==> src/rtl/fptd_pkg.sv <==
// -----------------------------------------------------------------------------
// fptd_pkg
// Shared constants and types for the fully-parallel turbo decoder iteration
// controller and the Section-level tops that sit next to it.
//   FPTD_FRAME_LEN  : number of trellis Sections driven in parallel
//   FPTD_MAX_CYCLES : maximum decoding cycles per frame
//   FPTD_ET_WIN     : consecutive zero-error cycles needed to terminate early
//   FPTD_ERR_W      : width of a popcount over FPTD_FRAME_LEN error flags
//   FPTD_CYC_W      : width of a decoding-cycle counter up to FPTD_MAX_CYCLES
//   fptd_state_t    : iteration controller FSM state
// -----------------------------------------------------------------------------
package fptd_pkg;

    localparam int FPTD_FRAME_LEN  = 104;
    localparam int FPTD_MAX_CYCLES = 100;
    localparam int FPTD_ET_WIN     = 2;

    localparam int FPTD_ERR_W = $clog2(FPTD_FRAME_LEN + 1);
    localparam int FPTD_CYC_W = $clog2(FPTD_MAX_CYCLES + 1);

    typedef enum logic [1:0] {
        ST_IDLE   = 2'd0,
        ST_CLEAR  = 2'd1,
        ST_DECODE = 2'd2,
        ST_DONE   = 2'd3
    } fptd_state_t;

    // Width of a counter that must hold every value from 0 to max_val.
    function automatic int fptd_cnt_w(input int max_val);
        return $clog2(max_val + 1);
    endfunction

endpackage

==> src/rtl/fptd_popcount.sv <==
// -----------------------------------------------------------------------------
// fptd_popcount
// Combinational population count of an N-bit vector, built as a balanced
// binary adder tree. The input is zero-padded to the next power of two so the
// tree is regular; padding leaves are constant zero and fold away.
// Ports:
//   bits  [N-1:0]  : input flags
//   count [CW-1:0] : number of set bits (CW is wide enough for N, no overflow)
// -----------------------------------------------------------------------------
module fptd_popcount
    import fptd_pkg::*;
#(
    parameter int N  = FPTD_FRAME_LEN,
    parameter int CW = fptd_cnt_w(N)
) (
    input  logic [N-1:0]  bits,
    output logic [CW-1:0] count
);

    localparam int LV    = (N > 1) ? $clog2(N) : 1;
    localparam int N_PAD = 1 << LV;

    // Each tree level is its own array so no level feeds back into itself.
    for (genvar l = 0; l <= LV; l++) begin : g_lvl
        localparam int NODES = N_PAD >> l;
        logic [CW-1:0] s [NODES];

        for (genvar i = 0; i < NODES; i++) begin : g_node
            if (l == 0) begin : g_leaf
                if (i < N) begin : g_bit
                    assign s[i] = CW'(bits[i]);
                end else begin : g_pad
                    assign s[i] = '0;
                end
            end else begin : g_add
                assign s[i] = g_lvl[l-1].s[2*i] + g_lvl[l-1].s[2*i+1];
            end
        end
    end

    assign count = g_lvl[LV].s[0];

endmodule

==> src/rtl/fptd_iter_ctrl.sv <==
// -----------------------------------------------------------------------------
// fptd_iter_ctrl
// Iteration controller for a fully-parallel turbo decoder. Broadcasts Enable
// and a one-cycle metric clear to every Section, counts decoding cycles, and
// watches the per-Section b1_error flags to end the frame.
//
// Build option:
//   FPTD_EARLY_TERM_EN  defined   -> frame ends after ET_WIN consecutive
//                                    decode cycles with err_count == 0
//                       undefined -> every frame runs MAX_CYCLES cycles;
//                                    converged stays 0 and no zero-run
//                                    counter exists
//
// Ports:
//   Clock        : clock, rising edge
//   nReset       : asynchronous active-low reset
//   start        : one-cycle request to decode the loaded frame (IDLE only)
//   abort        : cancel current decode (CLEAR/DECODE); beats start in IDLE
//   b1_error_bus : b1_error flag of every Section, bit i from Section i
//   Enable       : Section enable broadcast
//   nClear       : active-low alpha/beta metric clear broadcast
//   busy         : high from CLEAR through DECODE
//   done         : one-cycle pulse at frame completion
//   converged    : frame ended by early termination, held until next start
//   cycle_count  : decoding cycles used, held until next start
//   err_count    : registered popcount of b1_error_bus, updated in DECODE
//
// state  | meaning
// -------+---------------------------------------------------------------
// IDLE   | waiting for start; Sections disabled
// CLEAR  | one cycle, Sections enabled with metrics cleared
// DECODE | Sections iterate; cycle and error counters run
// DONE   | one cycle, done pulse; back to IDLE
// -----------------------------------------------------------------------------
module fptd_iter_ctrl
    import fptd_pkg::*;
#(
    parameter int FRAME_LEN  = FPTD_FRAME_LEN,
    parameter int MAX_CYCLES = FPTD_MAX_CYCLES,
    parameter int ET_WIN     = FPTD_ET_WIN
) (
    input  logic                                Clock,
    input  logic                                nReset,
    input  logic                                start,
    input  logic                                abort,
    input  logic [FRAME_LEN-1:0]                b1_error_bus,
    output logic                                Enable,
    output logic                                nClear,
    output logic                                busy,
    output logic                                done,
    output logic                                converged,
    output logic [$clog2(MAX_CYCLES+1)-1:0]     cycle_count,
    output logic [$clog2(FRAME_LEN+1)-1:0]      err_count
);

    localparam int CYC_W = fptd_cnt_w(MAX_CYCLES);
    localparam int ERR_W = fptd_cnt_w(FRAME_LEN);
    localparam logic [CYC_W-1:0] CYC_MAX = CYC_W'(MAX_CYCLES);

    fptd_state_t      state;
    logic [ERR_W-1:0] pop_now;
    logic [CYC_W-1:0] cyc_inc;
    logic             cyc_last;
    logic             et_hit;
    logic             start_ok;

    fptd_popcount #(
        .N  (FRAME_LEN),
        .CW (ERR_W)
    ) u_popcount (
        .bits  (b1_error_bus),
        .count (pop_now)
    );

    assign start_ok = (state == ST_IDLE) && start && !abort;
    assign cyc_inc  = (cycle_count == CYC_MAX) ? cycle_count : cycle_count + CYC_W'(1);
    assign cyc_last = (cyc_inc == CYC_MAX);

`ifdef FPTD_EARLY_TERM_EN
    localparam int ZR_W = fptd_cnt_w(ET_WIN);
    localparam logic [ZR_W-1:0] ZR_WIN = ZR_W'(ET_WIN);

    logic [ZR_W-1:0] zero_run;
    logic [ZR_W-1:0] zero_run_nxt;

    // err_count seen in this DECODE cycle is the popcount of the previous
    // cycle, so the exit lags the last error by one cycle plus the window.
    assign zero_run_nxt = (err_count == '0) ? zero_run + ZR_W'(1) : '0;
    assign et_hit       = (zero_run_nxt == ZR_WIN);

    always_ff @(posedge Clock or negedge nReset) begin
        if (!nReset) begin
            zero_run <= '0;
        end else if (start_ok) begin
            zero_run <= '0;
        end else if (state == ST_DECODE) begin
            zero_run <= zero_run_nxt;
        end
    end
`else
    assign et_hit = 1'b0;

    // ET_WIN has no effect in this build; kept so both builds share one
    // parameter list.
    if (ET_WIN < 1) begin : g_et_win_unused
    end
`endif

    always_ff @(posedge Clock or negedge nReset) begin
        if (!nReset) begin
            state       <= ST_IDLE;
            Enable      <= 1'b0;
            nClear      <= 1'b1;
            busy        <= 1'b0;
            done        <= 1'b0;
            converged   <= 1'b0;
            cycle_count <= '0;
            err_count   <= '0;
        end else begin
            done <= 1'b0;
            case (state)
                ST_IDLE: begin
                    if (start_ok) begin
                        state       <= ST_CLEAR;
                        Enable      <= 1'b1;
                        nClear      <= 1'b0;
                        busy        <= 1'b1;
                        cycle_count <= '0;
                        converged   <= 1'b0;
                    end
                end

                ST_CLEAR: begin
                    nClear <= 1'b1;
                    if (abort) begin
                        state     <= ST_IDLE;
                        Enable    <= 1'b0;
                        busy      <= 1'b0;
                        converged <= 1'b0;
                    end else begin
                        state <= ST_DECODE;
                    end
                end

                ST_DECODE: begin
                    cycle_count <= cyc_inc;
                    err_count   <= pop_now;
                    if (abort) begin
                        state     <= ST_IDLE;
                        Enable    <= 1'b0;
                        busy      <= 1'b0;
                        converged <= 1'b0;
                    end else if (et_hit || cyc_last) begin
                        // Early termination wins the label when both end
                        // conditions land on the same cycle.
                        state     <= ST_DONE;
                        Enable    <= 1'b0;
                        busy      <= 1'b0;
                        done      <= 1'b1;
                        converged <= et_hit;
                    end
                end

                ST_DONE: begin
                    state <= ST_IDLE;
                end

                default: begin
                    state  <= ST_IDLE;
                    Enable <= 1'b0;
                    nClear <= 1'b1;
                    busy   <= 1'b0;
                end
            endcase
        end
    end

endmodule
==> config.mk <==
export PLATFORM = sky130hd
export DESIGN_NAME = fptd_iter_ctrl
export DESIGN_NICKNAME = d
export VERILOG_FILES = /design/src/rtl/fptd_pkg.sv /design/src/rtl/fptd_popcount.sv /design/src/rtl/fptd_iter_ctrl.sv
export SDC_FILE = /design/constraint.sdc
export NUM_CORES = 1
export LEC_CHECK = 0
export CAP_MARGIN = 5
export CORE_MARGIN = 2
export CORE_UTILIZATION = 45
export DETAILED_ROUTE_END_ITERATION = 7
export MAX_ROUTING_LAYER = met4
export PLACE_DENSITY = 0.75
export SETUP_SLACK_MARGIN = 0.5
export SLEW_MARGIN = 20
export SYNTH_ARGS = -nofsm -noshare
export SYNTH_HDL_FRONTEND = slang
export SYNTH_SLANG_ARGS = --single-unit
==> constraint.sdc <==
create_clock -name Clock -period 3.33 [get_ports Clock]
set_clock_uncertainty 0.1 [all_clocks]
set_input_delay 0.999 -clock Clock [delete_from_list [all_inputs] [get_ports Clock]]
set_output_delay 0.999 -clock Clock [all_outputs]
set_load 0.01 [all_outputs]
==> results.yml, run 1 <==
run_status:
  status: "finished with violations"
  violations: "negative setup slack"
cts:
  cts_tree: "done"
  path_clk_slew_ns: 0.07
  root_buffer: "clkbuf_8"
  hold_buffers: 0
  cts_max_path_buffers: 2
  clkLatencyLatePin_ns: 0.25
  htreeDepth: 1
  numCtsBuffers: 3
  cts.sinks: 19
flow_run:
  cap_violations: 0
die:
  initial_core_util: 0.462
  die_area_um2: 11400
  rows: 37
  fp.dieH_um: 107
  core_um2: 10300
  io_pins: 127
  die-width_um: 107
placement:
  portBuffers: 125
  hpwl_um: 8750
  gp_congestion: 0.820
  dpl-instance-area_um2: 6400
global_route:
  gr-usage-met1: 0.213
  grt_pass1_vias: 3942
  grt_use_met2: 0.350
  grt_max_degree: 20
  grt-busiest-layer: "met2"
  antenna_found_initial: 0
  grt.overflow.total: 0
  grt_pass1_wl_um: 16700
  globalRouteMet3Util: 0.0152
  grt.total_usage: 0.184
drt:
  drt_iter0_markers: 82
  wl_um: 9720
  via_per_inst: 4.68
  drtAntennaViolNets: 0
  drcViolationCount: 0
  num_vias: 3428
  avgRoutedWirePerCell_um: 13.3
  first_pass_iters: 4
layout:
  design_area_um2: 6460
  final.fill_count: 874
  diodes: 0
  final_net_count: 883
  syn2layout_area_growth_pct: 35.7
  drive_gt1_frac: 0.312
min_path:
  hp-class: "flip-flop to flip-flop"
  min_from: "err_count[3]"
yosys:
  synth_compound_area_frac: 0.0483
  avgSynthCellArea_um2: 10.3
  ys_seq_area_frac: 0.100
  syn-cell-area_um2: 4760
  synth_top_area_cell: "fa_1"
  netlist_instances: 462
  synth_top_family_by_area: "adder cells"
  synth_nets: 748
  synth_fa_ha_area_frac: 0.631
  synth.area.mux_share: 0.0184
  synth-seq-cells: 19
  synth_top_area_frac: 0.437
  ys_types: 44
  synthMostInstantiatedCell: "inv_1"
  synth-xor-area-share: 0.0129
  ys_async_sr_fraction: 1.00
  yosys-top-cells-count: "inv_1, fa_1, ha_1, dfrtp_1, a21oi_1"
  synth_ff_type: "dfrtp_1"
  synth_area_leaders: "fa_1, ha_1, inv_1, dfrtp_1, xnor2_1"
  yosys_warnings: 0
  synth-simple-area-share: 0.0428
  synth_edf_count: 0
worst_setup_path:
  timing.rr.start: "cycle_count[1]"
  path_class: "input pin to flip-flop"
  cp_max_fo: 2
  crit_path_start_kind: "input pin"
  cp.required_ns: 3.37
  critPathLaunch: "b1_error_bus[24]"
  cp-end-kind: "flip-flop"
  cp.arrival_ns: 6.71
sta:
  maxSlewViolCount: 0
  tightest_slew_ns: 0.830
  setup_viol: 7
  fmax_mhz: 150
  slew_headroom: 0.445
  fin_crit_ns: 6.67
  hold_viol_final: 0
  setup_ws_ns: -3.34
  period_share: 2.00
  rsz0062_at_grt: "true"
timing repair:
action	in CTS	in global routing
pin swaps	86	32
setup buffers	0	1
endpoints found under the setup margin	7	7
resized for setup	284	34
registers in the layout (all words and copies together), names as in the netlist:
register	count
err_count	7
state	2
nClear	1
busy	1
cycle_count	7
done	1
path summary, 6_finish.rpt:
check	cells past startpoint	end	slack, ns
max in group asynchronous	1	err_count[4]	1.49
max	26	err_count[5]	-3.34
min	1	err_count[3]	0.40
max reg2reg	7	state[1]	1.24
min in group asynchronous	1	cycle_count[5]	1.12
min reg2reg	1	err_count[3]	0.40
logic make-up after synthesis:
kind of cell / Yosys count
other: 1
and+or+nand+nor: 33
adders and majority gates: 178
DFF: 19
AOI/OAI and AO/OA: 34
xor gates and xnor gates: 7
muxes: 8
buffers and inverters: 182
per-stage QoR:
stage | std cells | utilization | setup WS (ns) | TNS [ns] | hold slack (ns)
global placement | 727 | 0.620 | -3.93 | -25.36 | 0.382
detailed placement | 727 | 0.620 | -4.11 | -26.36 | 0.384
finish | 732 | 0.626 | -3.34 | -21.16 | 0.395
global route | 732 | 0.626 | -3.49 | -22.13 | 0.421
CTS | 731 | 0.623 | -3.39 | -21.39 | 0.400
floorplan | 462 | - | -3.34 | -20.97 | 0.410
cells in the final DEF (no fill, tap or decap), types with 2 or more instances in the layout:
cell,instances
buf_2,43
a21oi_1,10
clkdlybuf4s15_2,2
and3_1,2
inv_2,42
o21ai_0,3
clkdlybuf4s15_1,8
inv_1,134
fa_2,26
a21o_1,3
o21ai_1,4
buf_4,10
xnor2_1,6
nor3_1,2
dfrtp_1,18
mux2_4,4
fa_1,78
ha_1,47
nand2_1,4
mux2i_1,2
nor3b_1,2
clkbuf_8,3
ha_4,26
clkbuf_2,7
nand3_1,6
nor3_2,2
a21oi_2,2
nor2_1,8
clkdlybuf4s50_1,53
dlygate4sd2_1,4
buf_6,9
a21boi_2,2
routing by layer:
metal	vias to the layer above	wire length, um
met5	-	0
met4	0	162
met3	14	351
met2	95	5380
met1	1702	3820
li1	1617	-
cell type report:
type	instances	area, um2	share of cell area
Sequential cell	19	477	0.0737
Inverter	176	661	0.102
Tap cell	136	170	0.0263
Clock buffer	4	45.0	0.00697
Multi-Input combinational cell	261	4020	0.621
Timing Repair Buffer	136	1090	0.169
critical path, stage by stage:
cell	delay, ns
buf_6	0.10
ha_4	0.23
fa_1	0.54
inv_2	0.05
fa_1	0.56
inv_2	0.04
fa_1	0.50
inv_1	0.05
fa_1	0.49
inv_2	0.05
fa_2	0.53
inv_2	0.04
fa_2	0.37
inv_2	0.06
fa_1	0.41
inv_2	0.07
fa_1	0.43
inv_2	0.08
ha_4	0.13
inv_2	0.03
fa_2	0.32
inv_1	0.07
a21o_1	0.12
a21oi_2	0.06
xnor2_1	0.11
mux2_4	0.25
Power of run 1 is left out: the tool's default activity adds up to more than one toggle a clock period on the data nets, which glitch-free logic cannot reach.
==> run 2: changes to the inputs <==
Settings changed: CAP_MARGIN 5 to 20.
Clock period 3.33 ns to 6.7 ns, I/O delays scaled along.
==> run 2 against run 1 <==
The run still ends with negative setup slack left. Non-clock buffer count is 2 lower. Via count is 2.4% lower. First-iteration DRC count down 21%. Final area rose by 1.4%. Global-route usage shrank 0.073 points. Cell count down 0.27%. Sequential cell count did not move. Die area did not move. Clock-buffer cell count decreased by 1. Register-to-register slack gained 3.3 ns. Core utilization is 0.88 points higher.
==> results.yml, run 2 (synthesis gave the netlist of run 1 again) <==
worst_setup_path:
  cp.required_ns: 6.74
  rrSetupSlack_ns: 4.56
  cp-end-kind: "flip-flop"
  cp_max_fo: 2
  crit_path_start_kind: "input pin"
  cp.arrival_ns: 7.78
  path_class: "input pin to flip-flop"
placement:
  portBuffers: 125
  hpwl_um: 8920
  post-place-ws_ns: -1.72
  dpl-instance-area_um2: 6450
  gp_congestion: 0.843
global_route:
  grt.total_usage: 0.183
  grt_max_degree: 20
  grt.overflow.total: 0
  grt_pass1_vias: 3904
  grt_pass1_wl_um: 16600
  antenna_found_initial: 0
flow_run:
  cap_violations: 0
cts:
  numCtsBuffers: 3
  cts_tree: "done"
  clkLatencyLatePin_ns: 0.25
  cts.sinks: 19
  cts_max_path_buffers: 2
  htreeDepth: 1
  hold_buffers: 0
  path_clk_slew_ns: 0.07
  root_buffer: "clkbuf_8"
die:
  io_pins: 127
  initial_core_util: 0.462
  die_area_um2: 11400
  rows: 37
  core_um2: 10300
  fp.dieH_um: 107
  die-width_um: 107
drt:
  drt_iter0_markers: 65
  wl_um: 9620
  drtAntennaViolNets: 0
  num_vias: 3347
  avgRoutedWirePerCell_um: 13.2
  via_per_inst: 4.58
  drcViolationCount: 0
  first_pass_iters: 4
layout:
  final_net_count: 881
  final_common_cell: "inv_1"
  layout_common_cells: "inv_1, fa_1, inv_2, clkdlybuf4s50_1, ha_1"
  drive_gt1_frac: 0.352
  syn2layout_area_growth_pct: 37.6
  diodes: 0
  largestRegisters: "cycle_count (7), err_count (7), state (2)"
  design_area_um2: 6560
sta:
  slew_headroom: 0.426
  maxSlewViolCount: 0
  tightest_slew_ns: 0.858
  hold_viol_final: 0
  setup_ws_ns: -1.04
  setup_viol: 6
  hold_ws_ns: 0.414
  fmax_mhz: 129
  fin_crit_ns: 7.74
  period_share: 1.16
  rsz0062_at_grt: "true"
run_status:
  status: "finished with violations"
  violations: "negative setup slack"
min_path:
  hp-class: "flip-flop to flip-flop"
-- run 2: cell count changes in the layout (fill, tap and decap cells not counted), sizes merged --
cell / change
clkinv: +1
clkbuf: +3
clkdlybuf4s15: +10
buf: -13
dlygate4sd2: -3
-- run 2: layout make-up --
cell class                 instances  area, um2
clock buffer                       3       41.3
multi-input combinational        261       4100
inverter                         176        661
timing repair buffer             134       1100
tap                              136        170
clock inverter                     1       5.00
fill                             814       3770
sequential                        19        477
-- run 2: repair_timing --
| action | in CTS | in global routing |
|---|---|---|
| pin swaps | 58 | 42 |
| buffers inserted | 0 | 0 |
| endpoints found under the setup margin | 7 | 7 |
| gates resized for setup | 275 | 58 |
-- run 2: per-layer routing --
metal	global-route usage	wire length [um]	vias up
met5	-	0	-
met4	0.0306	120	0
met3	0.00669	217	10
met2	0.364	5520	68
met1	0.207	3760	1654
li1	-	-	1615
-- run 2: path summary, 6_finish.rpt --
path,start,end,cells after the start
max,b1_error_bus[25],err_count[5],26
min,nClear,nClear,2
max reg2reg,state[0],cycle_count[3],6
min reg2reg,nClear,nClear,2
max in group asynchronous,nReset,cycle_count[2],1
min in group asynchronous,nReset,cycle_count[5],1
-- run 2: worst max-delay path: stages --
cell and delay [ns]:
buf_6 0.10, ha_4 0.23, fa_1 0.57, inv_2 0.05, fa_1 0.55, inv_2 0.04
fa_1 0.52, inv_2 0.04, fa_1 0.51, inv_2 0.04, fa_2 0.53, inv_2 0.04
fa_2 0.37, inv_2 0.07, fa_1 0.40, inv_2 0.07, fa_2 0.42, inv_2 0.08
ha_4 0.13, inv_2 0.04, fa_2 0.35, inv_1 0.06, a21o_1 0.12, a21oi_2 0.06
xnor2_1 0.12, mux2_4 0.26
-- run 2: per-stage QoR --
| stage | std cells | util | TNS [ns] |
|---|---|---|---|
| after detailed placement | 726 | 0.625 | -9.61 |
| after global placement | 726 | 0.625 | -9.02 |
| after global routing | 730 | 0.635 | -5.75 |
| final | 730 | 0.635 | -4.86 |
| after floorplan | 462 | - | -4.46 |
| after CTS | 730 | 0.636 | -4.90 |
Power of run 2 is left out for the same reason.
